`src/rtl/gray_dec_pkg.sv`:
```
// Shared helpers for the Gray-code sample decoder: Gray->binary decode, bit reversal,
// default sizes and the two saturation codes.
package gray_dec_pkg;

  localparam int MAX_WIDTH    = 32;
  localparam int DEF_WIDTH    = 8;
  localparam int DEF_NCH      = 2;
  localparam int DEF_WIN_LOG2 = 16;

  // Saturation codes in offset binary; callers slice to their sample width.
  localparam logic [MAX_WIDTH-1:0] SAT_LO = '0;
  localparam logic [MAX_WIDTH-1:0] SAT_HI = '1;

  // Prefix-XOR from the MSB down: b[i] = ^g[MAX_WIDTH-1:i]. Zero-extended inputs
  // decode correctly for any width up to MAX_WIDTH.
  function automatic logic [MAX_WIDTH-1:0] gray2bin(input logic [MAX_WIDTH-1:0] g);
    logic [MAX_WIDTH-1:0] b;
    b = g;
    for (int s = 1; s < MAX_WIDTH; s = s << 1) begin
      b = b ^ (b >> s);
    end
    return b;
  endfunction

  // Reverse the low w bits of a zero-extended value.
  function automatic logic [MAX_WIDTH-1:0] bitrev(input logic [MAX_WIDTH-1:0] v,
                                                 input int unsigned w);
    logic [MAX_WIDTH-1:0] r;
    r = {<<{v}};
    return r >> (MAX_WIDTH - w);
  endfunction

endpackage

```
`src/rtl/gray_chan_decode.sv`:
```
// One channel of the decoder: input capture, Gray->binary decode with output format
// selection, and a saturation flag aligned with the decoded sample.
module gray_chan_decode
  import gray_dec_pkg::*;
#(
  parameter int WIDTH       = DEF_WIDTH,
  parameter bit BIT_REVERSE = 1'b1
) (
  input  logic             clk,
  input  logic             rst_n,
  input  logic             capture,
  input  logic             advance,
  input  logic [WIDTH-1:0] sample,
  input  logic             fmt_twos,
  output logic [WIDTH-1:0] dec,
  output logic             sat
);

  logic [WIDTH-1:0] g_in;
  logic [WIDTH-1:0] g_q;
  logic             fmt_q;
  logic [WIDTH-1:0] b;

  assign g_in = BIT_REVERSE ? WIDTH'(bitrev(MAX_WIDTH'(sample), WIDTH)) : sample;
  assign b    = WIDTH'(gray2bin(MAX_WIDTH'(g_q)));

  // NOTE: state registers use non-blocking assignments so every flop samples the
  // pre-edge value of its source, independent of block ordering.
  always_ff @(posedge clk or negedge rst_n) begin
    if (!rst_n) begin
      g_q   <= '0;
      fmt_q <= 1'b0;
    end else if (capture) begin
      g_q   <= g_in;
      fmt_q <= fmt_twos;
    end
  end

  // Saturation is judged on the offset-binary value, whatever the output format.
  always_ff @(posedge clk or negedge rst_n) begin
    if (!rst_n) begin
      dec <= '0;
      sat <= 1'b0;
    end else if (advance) begin
      dec <= fmt_q ? {~b[WIDTH-1], b[WIDTH-2:0]} : b;
      sat <= (b == SAT_LO[WIDTH-1:0]) || (b == SAT_HI[WIDTH-1:0]);
    end
  end

endmodule

```
`src/rtl/gray_sample_decoder.sv`:
```
// Multi-channel Gray-code ADC sample decoder with a 2-stage valid pipeline and
// per-channel saturated-sample counts published once per window.
module gray_sample_decoder
  import gray_dec_pkg::*;
#(
  parameter int WIDTH       = DEF_WIDTH,
  parameter int NCH         = DEF_NCH,
  parameter bit BIT_REVERSE = 1'b1,
  parameter int WIN_LOG2    = DEF_WIN_LOG2
) (
  input  logic                      clk,
  input  logic                      rst_n,
  input  logic                      in_valid,
  input  logic [NCH*WIDTH-1:0]      in_data,
  input  logic                      fmt_twos,
  output logic                      out_valid,
  output logic [NCH*WIDTH-1:0]      out_data,
  output logic                      stat_valid,
  output logic [NCH*(WIN_LOG2+1)-1:0] sat_count
);

  localparam int CW = WIN_LOG2 + 1;

  logic                v1;
  logic [NCH-1:0]      sat;
  logic [WIN_LOG2-1:0] win_cnt;
  logic                win_last;
  logic [CW-1:0]       acc [NCH];

  for (genvar c = 0; c < NCH; c++) begin : g_chan
    gray_chan_decode #(
      .WIDTH       (WIDTH),
      .BIT_REVERSE (BIT_REVERSE)
    ) u_chan (
      .clk      (clk),
      .rst_n    (rst_n),
      .capture  (in_valid),
      .advance  (v1),
      .sample   (in_data[c*WIDTH +: WIDTH]),
      .fmt_twos (fmt_twos),
      .dec      (out_data[c*WIDTH +: WIDTH]),
      .sat      (sat[c])
    );
  end

  always_ff @(posedge clk or negedge rst_n) begin
    if (!rst_n) begin
      v1        <= 1'b0;
      out_valid <= 1'b0;
    end else begin
      v1        <= in_valid;
      out_valid <= v1;
    end
  end

  assign win_last = (win_cnt == '1);

  // The closing beat's saturation is folded into the published count, so the
  // accumulator restarts at zero rather than at that beat's flag.
  always_ff @(posedge clk or negedge rst_n) begin
    if (!rst_n) begin
      win_cnt    <= '0;
      stat_valid <= 1'b0;
      sat_count  <= '0;
      // NOTE: the accumulator array is real state that decides the first
      // published count, so it is reset like any other register.
      for (int c = 0; c < NCH; c++) acc[c] <= '0;
    end else begin
      stat_valid <= out_valid && win_last;
      if (out_valid) begin
        win_cnt <= win_cnt + WIN_LOG2'(1);
        for (int c = 0; c < NCH; c++) begin
          if (win_last) begin
            sat_count[c*CW +: CW] <= acc[c] + CW'(sat[c]);
            acc[c]                <= '0;
          end else begin
            acc[c] <= acc[c] + CW'(sat[c]);
          end
        end
      end
    end
  end

endmodule

```
`config.mk`:
```
export PLATFORM = sky130hd
export DESIGN_NAME = gray_sample_decoder
export DESIGN_NICKNAME = d
export VERILOG_FILES = /design/src/rtl/gray_dec_pkg.sv /design/src/rtl/gray_chan_decode.sv /design/src/rtl/gray_sample_decoder.sv
export SDC_FILE = /design/constraint.sdc
export NUM_CORES = 1
export LEC_CHECK = 0
export CAP_MARGIN = 10
export CORE_ASPECT_RATIO = 1.2
export CORE_MARGIN = 2
export CORE_UTILIZATION = 35
export CTS_BUF_LIST = sky130_fd_sc_hd__clkbuf_4
export DETAILED_ROUTE_END_ITERATION = 8
export GPL_ROUTABILITY_DRIVEN = 0
export PLACE_DENSITY = 0.57
export SKIP_LAST_GASP = 1
export SLEW_MARGIN = 20
export SYNTH_ARGS = -nofsm -noshare
export SYNTH_HDL_FRONTEND = slang
export SYNTH_HIERARCHICAL = 1
export SYNTH_SLANG_ARGS = --single-unit
```
`constraint.sdc`:
```
create_clock -name clk -period 2.2 [get_ports clk]
set_input_delay 0.44 -clock clk [delete_from_list [all_inputs] [get_ports clk]]
set_output_delay 0.44 -clock clk [all_outputs]
set_load 0.02 [all_outputs]
```
== Word level (Yosys, flattened, before mapping) ==
Index checks and enable logic that the tools add are counted.

* Flip-flop bits (word level): 122
* Input bits: 20
* Output and inout bits: 52
* Logic and storage cells: 42

* Add/subtract/negate cells: 3
* Equal/unequal tests: 3
* Mux-type cells: 4
* Bitwise logic cells: 12
* Reductions and logical operators: 6

{| class="wikitable"
|+ Operator list
! cell !! count
|-
| $xor 32x28->32 || 2
|-
| $xor 32x30->32 || 2
|-
| $xor 24x24->24 || 2
|-
| $add 17x1->17 || 2
|-
| $mux 17 || 2
|-
| $add 16x1->16 const B || 1
|-
| $eq 16x16->1 const B || 1
|-
| $eq 8x8->1 const B || 2
|-
| $logic_not 8->1 || 2
|-
| $mux 8 || 2
|-
| $xor 8x7->8 || 2
|-
| $xor 8x8->8 || 2
|-
| $logic_or 1x1->1 || 2
|-
| $not 1->1 || 2
|-
| $reduce_and 2->1 || 1
|-
| $logic_and 1x1->1 || 1
|}

== Logic depth before layout (Yosys ltp) ==
* Depth in word-level cells: 7
* Mapped depth: 8
* Depth with buffers taken out: 7

== Cells and area by module ==
Netlist, hierarchy kept.

{| class="wikitable"
|+ Modules (own cells, without submodules)
! module !! instances !! cells each !! area an instance (um^2) !! seq. area each (um^2)
|-
| gray_sample_decoder || 1 || 430 || 4259.1 || 2177.1
|-
| gray_chan_decode || 2 || 64 || 895.9 || 450.4
|}

== Least setup slack after synthesis ==
Ideal clock, no wire load.

* Path kind: reg-to-reg
* Start point: reg g_chan[0].u_chan.sat
* End point: reg acc[31] (netlist name)
* Library setup time: 123 ps
* Arrival time: 1747 ps
* Required time: 2077 ps
* Path slack: 330 ps
* Stages on the path, launching flop included: 8
* Path buffers: 0
* Period minus slack after synthesis: 1870 ps
* Cell sequence: dfrtp_1 -> ha_1 -> ha_1 -> nand4_1 -> nor3_1 -> and3_2 -> mux2i_1 -> o2bb2ai_1

* Cells in the longest elaborated chain, start to end: 2

{| class="wikitable"
|+ Ends and longest elaborated chain
! element !! line !! RTL
|-
| start, declared || gray_chan_decode.sv:16 || <nowiki>output logic sat</nowiki>
|-
| start signal, assigned || gray_chan_decode.sv:46 || <nowiki>sat <= (b == SAT_LO[WIDTH-1:0]) || (b == SAT_HI[WIDTH-1:0]);</nowiki>
|-
| $add 17x1->17 || gray_sample_decoder.sv:77 || <nowiki>acc[c] <= acc[c] + CW'(sat[c]);</nowiki>
|-
| $mux 17 || gray_sample_decoder.sv:73 || <nowiki>if (win_last) begin</nowiki>
|-
| end signal, assigned by index || gray_sample_decoder.sv:77 ||
|-
| end, declared || gray_sample_decoder.sv:28 || <nowiki>logic [CW-1:0] acc [NCH];</nowiki>
|}

No other way between the ends.
A chain may end at the register's enable or synchronous reset.

== Final worst setup path ==
* Start point: reg out_valid
* End point: out out_valid

{| class="wikitable"
|+ RTL lines
! element !! line !! RTL
|-
| start, declared || gray_sample_decoder.sv:16 || <nowiki>output logic out_valid,</nowiki>
|-
| start signal, assigned || gray_sample_decoder.sv:52 || <nowiki>out_valid <= v1;</nowiki>
|}

No word-level cell between the ends.

==> impl_metrics.py <==
metrics = {
    "run_status": {
        "status": "completed",
    },
    "cells_and_area": {
        "diodes": 0,
        "fin_util_pct": 43.9,
        "drive_gt1_share_pct": 16.3,
        "final_area_mm2": 0.00742,
        "area_delta_synth_final_pct": 22.7,
        "fin_nets": 678,
    },
    "global_routing": {
        "track_usage_pct": 15.9,
        "grt_pass1_wl_mm": 22.8,
        "overflow": 0,
        "antenna_found_initial": 0,
        "grt_pass1_vias": 4640,
        "grt_max_degree": 40,
    },
    "sta": {
        "tightest_slew_ns": 0.704,
        "finalCritPeriodShare_pct": 94.2,
        "setup_tns_ns": 0,
        "period_minus_slack_ns": 2.07,
        "fin_skew_ns": 0.00908,
        "max_freq_mhz": 482,
        "layout_setup_ws_ns": 0.127,
        "final_hold_viol_count": 0,
        "finalSetupViolations": 0,
        "slew_violations": 0,
        "slew_headroom_pct": 52.9,
        "rsz0062_at_grt": "false",
    },
    "die": {
        "io_pins": 72,
        "initial_utilization_pct": 35.8,
        "core_area_mm2": 0.0169,
        "rows": 52,
        "dieArea_mm2": 0.0184,
        "die_x_um": 124,
        "die_h_um": 148,
    },
    "power": {
        "p_switching_mw": 1.54,
        "power_frac_seq_pct": 48.6,
        "leakage_nw": 3.14,
        "ir_drop_mv": 0.466,
        "p_clk_share_pct": 30.9,
        "swShare_pct": 27.7,
        "p_int_mw": 4.03,
        "p_comb_share_pct": 20.6,
        "power.density_mw_per_mm2": 751,
    },
    "yosys": {
        "synth_seq_area_share_pct": 50.9,
        "ys_ff_latch": 123,
        "synth_top_cells_by_count": "dfrtp_1, nand2_1, o21ai_0, xnor2_1, nor2_1",
        "yosys.cell_count.top_type": "dfrtp_1",
        "syn_inst": 558,
        "syn_avg_cell_area_um2": 10.8,
        "ys_types": 47,
        "synth-async-reset-ratio_pct": 100,
        "yosys_warnings": 6,
        "synth_nets": 587,
        "synthesis.area_mm2": 0.00605,
        "synth_top_area_cell": "dfrtp_1",
        "ys.flop_type": "dfrtp_1",
        "synth_edf_count": 0,
        "netlist.area_leader.share_pct": 50.9,
        "synth_area_leaders": "dfrtp_1, xnor2_1, mux2_2",
    },
    "routing": {
        "wl_per_cell_um": 15.2,
        "vias": 4450,
        "vias_per_cell": 5.07,
        "wl_met1_mm": 5.88,
        "drc": 0,
        "first_iter_violations": 198,
        "wl_met2_mm": 6.63,
        "routed-wl-met3_um": 594,
        "ant_nets": 0,
        "dr.max_layer_used": "met4",
        "drt_wl_total_mm": 13.4,
        "drtPass1Iterations": 4,
    },
    "cts": {
        "numCtsBuffers": 17,
        "root_buffer": "clkbuf_4",
        "clk_path_buf_depth": 2,
        "numClockSinks": 123,
        "cts_tree": "done",
        "clk_latency_ns": 0.53,
        "path_clk_slew_ns": 0.10,
        "cts_max_level": 4,
        "cts_setup_buffers": 0,
    },
    "setup_path": {
        "path_cells": "clkdlybuf4s50_1",
        "cp_slowest_stage_delay_ns": 0.63,
        "critPathKind": "reg2out",
        "cp-end-kind": "output pin",
        "cp_num_buf_inv": 1,
        "cp_max_fo": 8,
        "cp-start-kind": "flop",
        "crit_arrival_ns": 1.63,
        "cp.required_ns": 1.76,
        "crit_family": "buffers and inverters",
        "slowest_stage": "clkdlybuf4s50_1",
    },
    "job": {
        "max_cap_violations": 0,
    },
    "placement": {
        "pre_cts_ws_ns": 0.200,
        "dp_hpwl_mm": 9.59,
        "dpl_cell_area_mm2": 0.00711,
        "portBuffers": 71,
    },
    "worst_hold_path": {
        "worstHoldPathType": "in2async",
    },
}
[state kept, by name, indices dropped and copies added, names as in the netlist]
name                 flops
g_chan.u_chan/fmt_q      2
win_cnt                 16
stat_valid               1
g_chan.u_chan/sat        2
out_valid                1
sat_count               34
acc                     34
v1                       1
g_chan.u_chan/dec       16
g_chan.u_chan/g_q       16
[path summary, 6_finish.rpt]
kind                                                       endpoint  slack (ns)                        startpoint  depth (start not counted)
max in group asynchronous                       out_valid$_DFF_PN0_        1.13                             rst_n                          3
worst min-delay path                      sat_count[11]$_DFFE_PN0P_        0.44                             rst_n                          2
worst max register to register                  acc[33]$_DFFE_PN0P_        0.18  g_chan[0].u_chan/sat$_DFFE_PN0P_                          7
worst max-delay path                                      out_valid        0.13               out_valid$_DFF_PN0_                          1
worst min register to register             sat_count[0]$_DFFE_PN0P_        0.48          sat_count[0]$_DFFE_PN0P_                          2
min in group clk                g_chan[1].u_chan/g_q[7]$_DFFE_PN0P_        0.47                        in_data[8]                          3
[layer usage]
metal / global-route usage (%) / vias to the layer above
met5: 0 / -
met4: 6.01 / 0
met3: 4.17 / 22
met2: 26.3 / 98
met1: 19.7 / 2184
li1: - / 2146
[final cells by class]
type                    instances  area, um^2
clock buffers                  20         150
flip-flops and latches        123        3080
fillers                      1650        9490
inverters                      15        56.3
multi-input cells             397        2790
clock inverters                11         151
repair buffers                 95         928
well taps                     216         270
[what timing repair did]
| action | in CTS | in global routing |
|---|---|---|
| resized for setup | 1 | 1 |
| pin swaps | 0 | 0 |
| hold buffers | 1 | 0 |
| setup endpoints to repair | 1 | 2 |
| endpoints found under the hold margin | 36 | 0 |
[cells by family after synthesis]
| group | share of synthesized area, % |
|---|---|
| adders and majority gates | 1.86 |
| muxes | 5.85 |
| DFF | 50.9 |
| and+or+nand+nor | 15.6 |
| xor gates and xnor gates | 11.9 |
| buffers and inverters | 3.14 |
| AOI/OAI and AO/OA | 10.8 |
[metrics by stage]
stage	power [mW]	hold slack [ns]	cells
after CTS	5.67	0.417	877
after global routing	5.89	0.458	877
after detailed placement	3.91	0.459	845
after global placement	3.89	0.459	845
after floorplan	3.42	0.144	558
final	5.58	0.444	877
[placed cells by master (no fill, tap or decap), types with 3 or more instances in the layout]
master / count
nor4_1: 4
o41ai_1: 4
bufinv_16: 4
o21ai_1: 3
buf_4: 21
xnor2_1: 45
nand2_1: 62
o31ai_1: 13
nor3_2: 4
clkinv_1: 4
a31o_2: 3
nor2b_1: 4
clkdlybuf4s50_1: 70
nor2_1: 43
buf_12: 3
clkinv_2: 4
dfrtp_1: 122
o2bb2ai_1: 4
ha_1: 9
a31oi_1: 3
xor2_1: 17
clkbuf_4: 20
a21oi_1: 30
nor4_4: 4
nor3_1: 4
mux2_2: 27
nand3_1: 16
and3_1: 5
o21ai_0: 48
nand4_1: 14
inv_1: 14
or3_1: 3
[power by group through the flow]
stage	combinational [mW]	clock, mW	sequential, mW
floorplan	0.574	0	2.85
global placement	1.15	0	2.74
detailed placement	1.16	0	2.75
CTS	1.17	1.79	2.71
global route	1.26	1.89	2.75
finish	1.15	1.72	2.71
Power figures use the tool's default switching activity.
